--- config.mk ---
export PLATFORM = sky130hd
export DESIGN_NAME = effective_address_unit
export DESIGN_NICKNAME = d
export VERILOG_FILES = /design/src/rtl/effective_address_unit.sv
export SDC_FILE = /design/constraint.sdc
export NUM_CORES = 1
export LEC_CHECK = 0
export CAP_MARGIN = 20
export CORE_ASPECT_RATIO = 1.1
export CORE_MARGIN = 5
export CORE_UTILIZATION = 35
export DETAILED_ROUTE_END_ITERATION = 8
export PLACE_DENSITY = 0.8
export RECOVER_POWER = 50
export SLEW_MARGIN = 25
export SYNTH_ARGS = -nofsm -noshare
export SYNTH_HDL_FRONTEND = slang
export SYNTH_SLANG_ARGS = --single-unit
export TNS_END_PERCENT = 1
--- constraint.sdc ---
create_clock -name clk -period 1.53 [get_ports clk]
set_clock_uncertainty 0.05 [all_clocks]
set_input_delay 0.306 -clock clk [delete_from_list [all_inputs] [get_ports clk]]
set_output_delay 0.306 -clock clk [all_outputs]
set_load 0.01 [all_outputs]
--- src/rtl/effective_address_unit.sv ---
// -----------------------------------------------------------------------------
// effective_address_unit
//
// Resolves the PDP-8 memory-reference effective address (EA) of a decoded
// instruction. Direct addresses resolve locally. Indirect addresses fetch the
// pointer word through the memory_controller read/write handshake. Auto-index
// words are optionally incremented and written back through the same handshake.
//
// Optional feature macro: EA_AUTOINDEX_EN
//   defined     : locations AUTOINDEX_BASE..AUTOINDEX_BASE+7 are
//                 pre-incremented on indirect use, and the new value is
//                 written back.
//   not defined : auto-index words behave as plain indirect words. No write is
//                 ever issued.
//
// Ports
//   clk              in   system clock, all state changes on posedge
//   reset            in   asynchronous, active-high; clears all state/outputs
//   start            in   request an EA computation (sampled only when idle)
//   instruction[11:0] in  IR: [8]=I indirect, [7]=Z current page, [6:0]=offset
//   pc[11:0]         in   instruction address (supplies page bits)
//   busy             out  high from accepting edge until ea_valid drops
//   ea_valid         out  one-cycle pulse qualifying ea
//   ea[11:0]         out  effective address, held until next ea_valid
//   mem_address      out  to bus.address
//   mem_write_data   out  to bus.write_data
//   mem_read_enable  out  to bus.read_enable
//   mem_write_enable out  to bus.write_enable
//   read_type        out  to controller read_type, constant DATA_READ
//   mem_read_data    in   from bus.read_data
//   mem_finished     in   from bus.mem_finished
// -----------------------------------------------------------------------------

`ifndef DATA_READ
`define DATA_READ 1'b0
`endif

module effective_address_unit #(
    parameter logic [11:0] AUTOINDEX_BASE = 12'o0010
) (
    input  logic        clk,
    input  logic        reset,
    input  logic        start,
    input  logic [11:0] instruction,
    input  logic [11:0] pc,
    output logic        busy,
    output logic        ea_valid,
    output logic [11:0] ea,
    output logic [11:0] mem_address,
    output logic [11:0] mem_write_data,
    output logic        mem_read_enable,
    output logic        mem_write_enable,
    output logic        read_type,
    input  logic [11:0] mem_read_data,
    input  logic        mem_finished
);

    typedef enum logic [2:0] {
        IDLE        = 3'd0,
        RD          = 3'd1,
        DONE        = 3'd2,
        DIRECT_DONE = 3'd3
`ifdef EA_AUTOINDEX_EN
        ,
        AI_WR       = 3'd4
`endif
    } state_t;

    state_t      state_r, state_next_s;
    logic        busy_r, busy_next_s;
    logic        ea_valid_r, ea_valid_next_s;
    logic [11:0] ea_r, ea_next_s;
    logic [11:0] mem_address_r, mem_address_next_s;
    logic        mem_read_enable_r, mem_read_enable_next_s;
    logic [11:0] ptr_r, ptr_next_s;
    logic [11:0] da_s;
    logic        unused_s;

`ifdef EA_AUTOINDEX_EN
    logic [11:0] da_r, da_next_s;
    logic [11:0] mem_write_data_r, mem_write_data_next_s;
    logic        mem_write_enable_r, mem_write_enable_next_s;

    // 12-bit increment; 0o7777 wraps to 0o0000.
    function automatic logic [11:0] incr12(input logic [11:0] value);
        return value + 12'd1;
    endfunction

    // True when addr lies in the eight-word auto-index window.
    function automatic logic is_autoindex(input logic [11:0] addr);
        logic [11:0] diff;
        diff = addr - AUTOINDEX_BASE;
        return (diff < 12'd8);
    endfunction
`endif

    // Direct address: zero page or current page selected by Z.
    assign da_s = instruction[7] ? {pc[11:7], instruction[6:0]}
                                 : {5'b00000, instruction[6:0]};

    // Instruction opcode bits and the low pc bits do not take part in address formation.
`ifdef EA_AUTOINDEX_EN
    assign unused_s = ^{instruction[11:9], pc[6:0]};
`else
    assign unused_s = ^{instruction[11:9], pc[6:0], AUTOINDEX_BASE};
`endif

    // Next-state and next-output logic; outputs are computed here and registered below.
    always_comb begin
        state_next_s           = state_r;
        busy_next_s            = busy_r;
        ea_valid_next_s        = 1'b0;
        ea_next_s              = ea_r;
        mem_address_next_s     = mem_address_r;
        mem_read_enable_next_s = mem_read_enable_r;
        ptr_next_s             = ptr_r;
`ifdef EA_AUTOINDEX_EN
        da_next_s               = da_r;
        mem_write_data_next_s   = mem_write_data_r;
        mem_write_enable_next_s = mem_write_enable_r;
`endif
        case (state_r)
            IDLE: begin
                if (start) begin
                    busy_next_s = 1'b1;
`ifdef EA_AUTOINDEX_EN
                    da_next_s   = da_s;
`endif
                    if (instruction[8]) begin
                        state_next_s           = RD;
                        mem_read_enable_next_s = 1'b1;
                        mem_address_next_s     = da_s;
                    end else begin
                        state_next_s    = DIRECT_DONE;
                        ea_valid_next_s = 1'b1;
                        ea_next_s       = da_s;
                    end
                end else begin
                    state_next_s = IDLE;
                end
            end
            RD: begin
                if (mem_finished) begin
                    // Dropping the enable here means the controller, now leaving DONE, sees it low.
                    mem_read_enable_next_s = 1'b0;
                    ptr_next_s             = mem_read_data;
`ifdef EA_AUTOINDEX_EN
                    if (is_autoindex(da_r)) begin
                        state_next_s            = AI_WR;
                        mem_write_enable_next_s = 1'b1;
                        mem_write_data_next_s   = incr12(mem_read_data);
                    end else begin
                        state_next_s    = DONE;
                        ea_valid_next_s = 1'b1;
                        ea_next_s       = ptr_next_s;
                    end
`else
                    state_next_s    = DONE;
                    ea_valid_next_s = 1'b1;
                    ea_next_s       = ptr_next_s;
`endif
                end else begin
                    state_next_s = RD;
                end
            end
`ifdef EA_AUTOINDEX_EN
            AI_WR: begin
                if (mem_finished) begin
                    mem_write_enable_next_s = 1'b0;
                    state_next_s            = DONE;
                    ea_valid_next_s         = 1'b1;
                    ea_next_s               = incr12(ptr_r);
                end else begin
                    state_next_s = AI_WR;
                end
            end
`endif
            DONE, DIRECT_DONE: begin
                state_next_s = IDLE;
                busy_next_s  = 1'b0;
            end
            default: begin
                state_next_s           = IDLE;
                busy_next_s            = 1'b0;
                mem_read_enable_next_s = 1'b0;
`ifdef EA_AUTOINDEX_EN
                mem_write_enable_next_s = 1'b0;
`endif
            end
        endcase
    end

    // State and output registers.
    always_ff @(posedge clk or posedge reset) begin
        if (reset) begin
            state_r           <= IDLE;
            busy_r            <= 1'b0;
            ea_valid_r        <= 1'b0;
            ea_r              <= 12'd0;
            mem_address_r     <= 12'd0;
            mem_read_enable_r <= 1'b0;
            ptr_r             <= 12'd0;
        end else begin
            state_r           <= state_next_s;
            busy_r            <= busy_next_s;
            ea_valid_r        <= ea_valid_next_s;
            ea_r              <= ea_next_s;
            mem_address_r     <= mem_address_next_s;
            mem_read_enable_r <= mem_read_enable_next_s;
            ptr_r             <= ptr_next_s;
        end
    end

`ifdef EA_AUTOINDEX_EN
    // Auto-index write-back registers.
    always_ff @(posedge clk or posedge reset) begin
        if (reset) begin
            da_r               <= 12'd0;
            mem_write_data_r   <= 12'd0;
            mem_write_enable_r <= 1'b0;
        end else begin
            da_r               <= da_next_s;
            mem_write_data_r   <= mem_write_data_next_s;
            mem_write_enable_r <= mem_write_enable_next_s;
        end
    end

    assign mem_write_data   = mem_write_data_r;
    assign mem_write_enable = mem_write_enable_r;
`else
    assign mem_write_data   = 12'd0;
    assign mem_write_enable = 1'b0;
`endif

    assign busy            = busy_r;
    assign ea_valid        = ea_valid_r;
    assign ea              = ea_r;
    assign mem_address     = mem_address_r;
    assign mem_read_enable = mem_read_enable_r;
    assign read_type       = `DATA_READ;

endmodule

==> impl_results.md <==
- Status: finished, violations left
- Failing checks: setup timing
- Ys Warns: 0
- Syn Area/Cell: 12.7 sq um
- CP required: 1.64 ns
- Slowest cell delay on critical path: 0.42 ns
- Die ar.: 0.00558 sq mm
- Distinct cells, synth: 20
- DRT antenna net count: 0
- Syn Inst Count: 115
- Maximum VDD drop: 0.693 mV
- Proportion of layout cells with a drive suffix above 1: 26.8%
- CTS tree: done
- WS Path Type: reg -> reg
- Drt pass-1 iters: 4
- Row cnt: 24
- Final hold vios: 0
- Final instance area: 0.00214 sq mm
- WL final: 3540 um
- Die width: 71.7 um
- GP Congestion: 0.799
- Vias per cell: 4.46
- Final setup fails: 10
- CP startpoint kind: register
- Post-synth ARST share: 100%
- CTS Buf Count: 3
- Slowest cell on crit path: dfrtp_2
- Max Cap Violations: 0
- Root Driver: clkbuf_8
- H-tree Lvls: 1
- Cell Area, Synth: 0.00147 sq mm
- Ordered cell list for the critical path: buf_6 > nor2b_4 > buf_4 > mux2_2 > mux2_2
- Slew @ Worst Pin: 0.700 ns
- Initial DRC Count: 32
- DR DRC count: 0
- Most common flop cell mapped by yosys: dfrtp_1
- Clk_lat worst skew: 0.27 ns
- Most common cell after layout, fill and taps aside: clkdlybuf4s50_1
- Clock sinks: 28
- Initial antenna violation count: 0
- I/O Pins: 81
- Antenna diode count: 0
- Setup WS post-layout: -0.0453 ns
- Tot Pwr: 3070 uW
- Post-route insts no fill: 235
- Cell Area, Placed: 0.00208 sq mm
- RSZ-0062 raised after global routing: yes
- Final core utilization: 53.7%
- Largest net degree at the start of global routing: 29
- Area Growth Syn to Fin: 46.4%
- Die Ht: 77.9 um
- Reg clk slew, reported paths: 0.10 ns
- Most frequent CP cell: mux2_2
- Worst min path class: reg -> reg
- IO buf count: 56
- Fmax achieved: 635 MHz
- Critical Path AT: 1.69 ns
- Pwr per Cell Area: 1430 mW/mm^2
- CP Capture Type: register
- Post-synth EDFFs: 0
- Total GRT Usage: 12.2%
- Slew margin rel.: 53.3%
- Sequential area share after synthesis: 47.8%
- CTS max path bufs: 2
- Via count: 1049
- Avg WL per Cell: 15.1 um
- Vias in the first global route: 1123
- Core area: 0.00399 sq mm
- Final min period: 1.58 ns
- Slew Limit Fails: 0
- Worst-path maximum fanout: 5
- Placed insts: 229
- First-pass GRT wire length: 5480 um
- Leakage: 0.00104 uW
- Post-DP HPWL: 2610 um
- Post-synthesis register bit count: 28
- Starting Density: 36.7%
- Most frequent cells in the layout: clkdlybuf4s50_1 (28), dfrtp_1 (27), dlygate4sd2_1 (20)
- Worst R2R Path Depth: 5
- Total Nets Final: 224
- GRT overflow: 0
- Period utilization: 103%
- Hold path depth: 2
## routing by layer
metal	track usage [%]	vias up	wire, um
met5	0	-	0
met4	3.20	0	42
li1	-	503	-
met2	20.9	45	1740
met3	3.36	4	340
met1	15.2	497	1420
## worst max-delay path: cells and delay by family (launching register included)
kind,cells,cell delay [ns]
buffers and inverters,2,0.29
AND/OR/NAND/NOR,1,0.13
flip-flops,1,0.42
multiplexers,2,0.59
## cells in the mapped netlist, types with 2 or more instances
cell | n | area, sq um
dfrtp_1 | 28 | 701
mux2_4 | 15 | 225
buf_2 | 2 | 10.0
buf_4 | 14 | 105
mux2_2 | 11 | 124
inv_1 | 4 | 15.0
o21ai_0 | 12 | 60.1
nor2_1 | 2 | 7.51
buf_6 | 3 | 33.8
nand2_1 | 10 | 37.5
nand3b_1 | 5 | 37.5
## logic make-up after synthesis
group / share of synthesized area (%)
DFF: 47.8
muxes: 24.5
buffers and inverters: 12.6
and+or+nand+nor: 8.97
AOI/OAI and AO/OA: 5.89
other: 0.256
## report_power, final
group	total (uW)	internal [uW]	switching, uW
clock network	402	186	216
logic	1460	869	589
registers	1210	1040	165
## final timing paths
kind / slack (ns) / endpoint / from
max reg2reg: -0.05 / ea[4] / ea_valid
max: -0.05 / ea[4] / ea_valid
min in group asynchronous: 0.62 / mem_address[10] / reset
max in group asynchronous: 0.32 / ea_valid / reset
min: 0.44 / mem_address[7] / mem_address[7]
min reg2reg: 0.44 / mem_address[7] / mem_address[7]
## sequential cells by signal, indices dropped and copies added, names as in the netlist
name             cells
busy                 1
ea                  12
ea_valid             1
mem_address         12
mem_read_enable      1
state_r              1
## metrics by stage
stage | hold slack [ns] | TNS, ns | setup WS [ns]
after floorplan | 0.321 | -0.0259 | -0.00288
after CTS | 0.326 | -0.420 | -0.0583
final | 0.439 | -0.233 | -0.0453
after detailed placement | 0.426 | -5.74 | -0.338
after global placement | 0.413 | -5.33 | -0.310
after global routing | 0.473 | -0.673 | -0.0952
## cell type report
| cell class | count | area, sq um |
|---|---|---|
| clock buffers | 4 | 45.0 |
| well taps | 52 | 65.1 |
| inverters | 4 | 15.0 |
| multi-input cells | 77 | 661 |
| fillers | 358 | 1850 |
| flip-flops and latches | 28 | 702 |
| repair buffers | 70 | 657 |
## repair_timing
item                                    in CTS  in global routing
cloned                                       0                  1
pin swaps                                    1                  1
setup buffers                                1                  0
resized for setup                           21                 12
endpoints found under the hold margin        0                  0
endpoints found under the setup margin      32                 22
hold buffers                                 0                  0
Note: power is estimated with default switching activity, not from simulation.
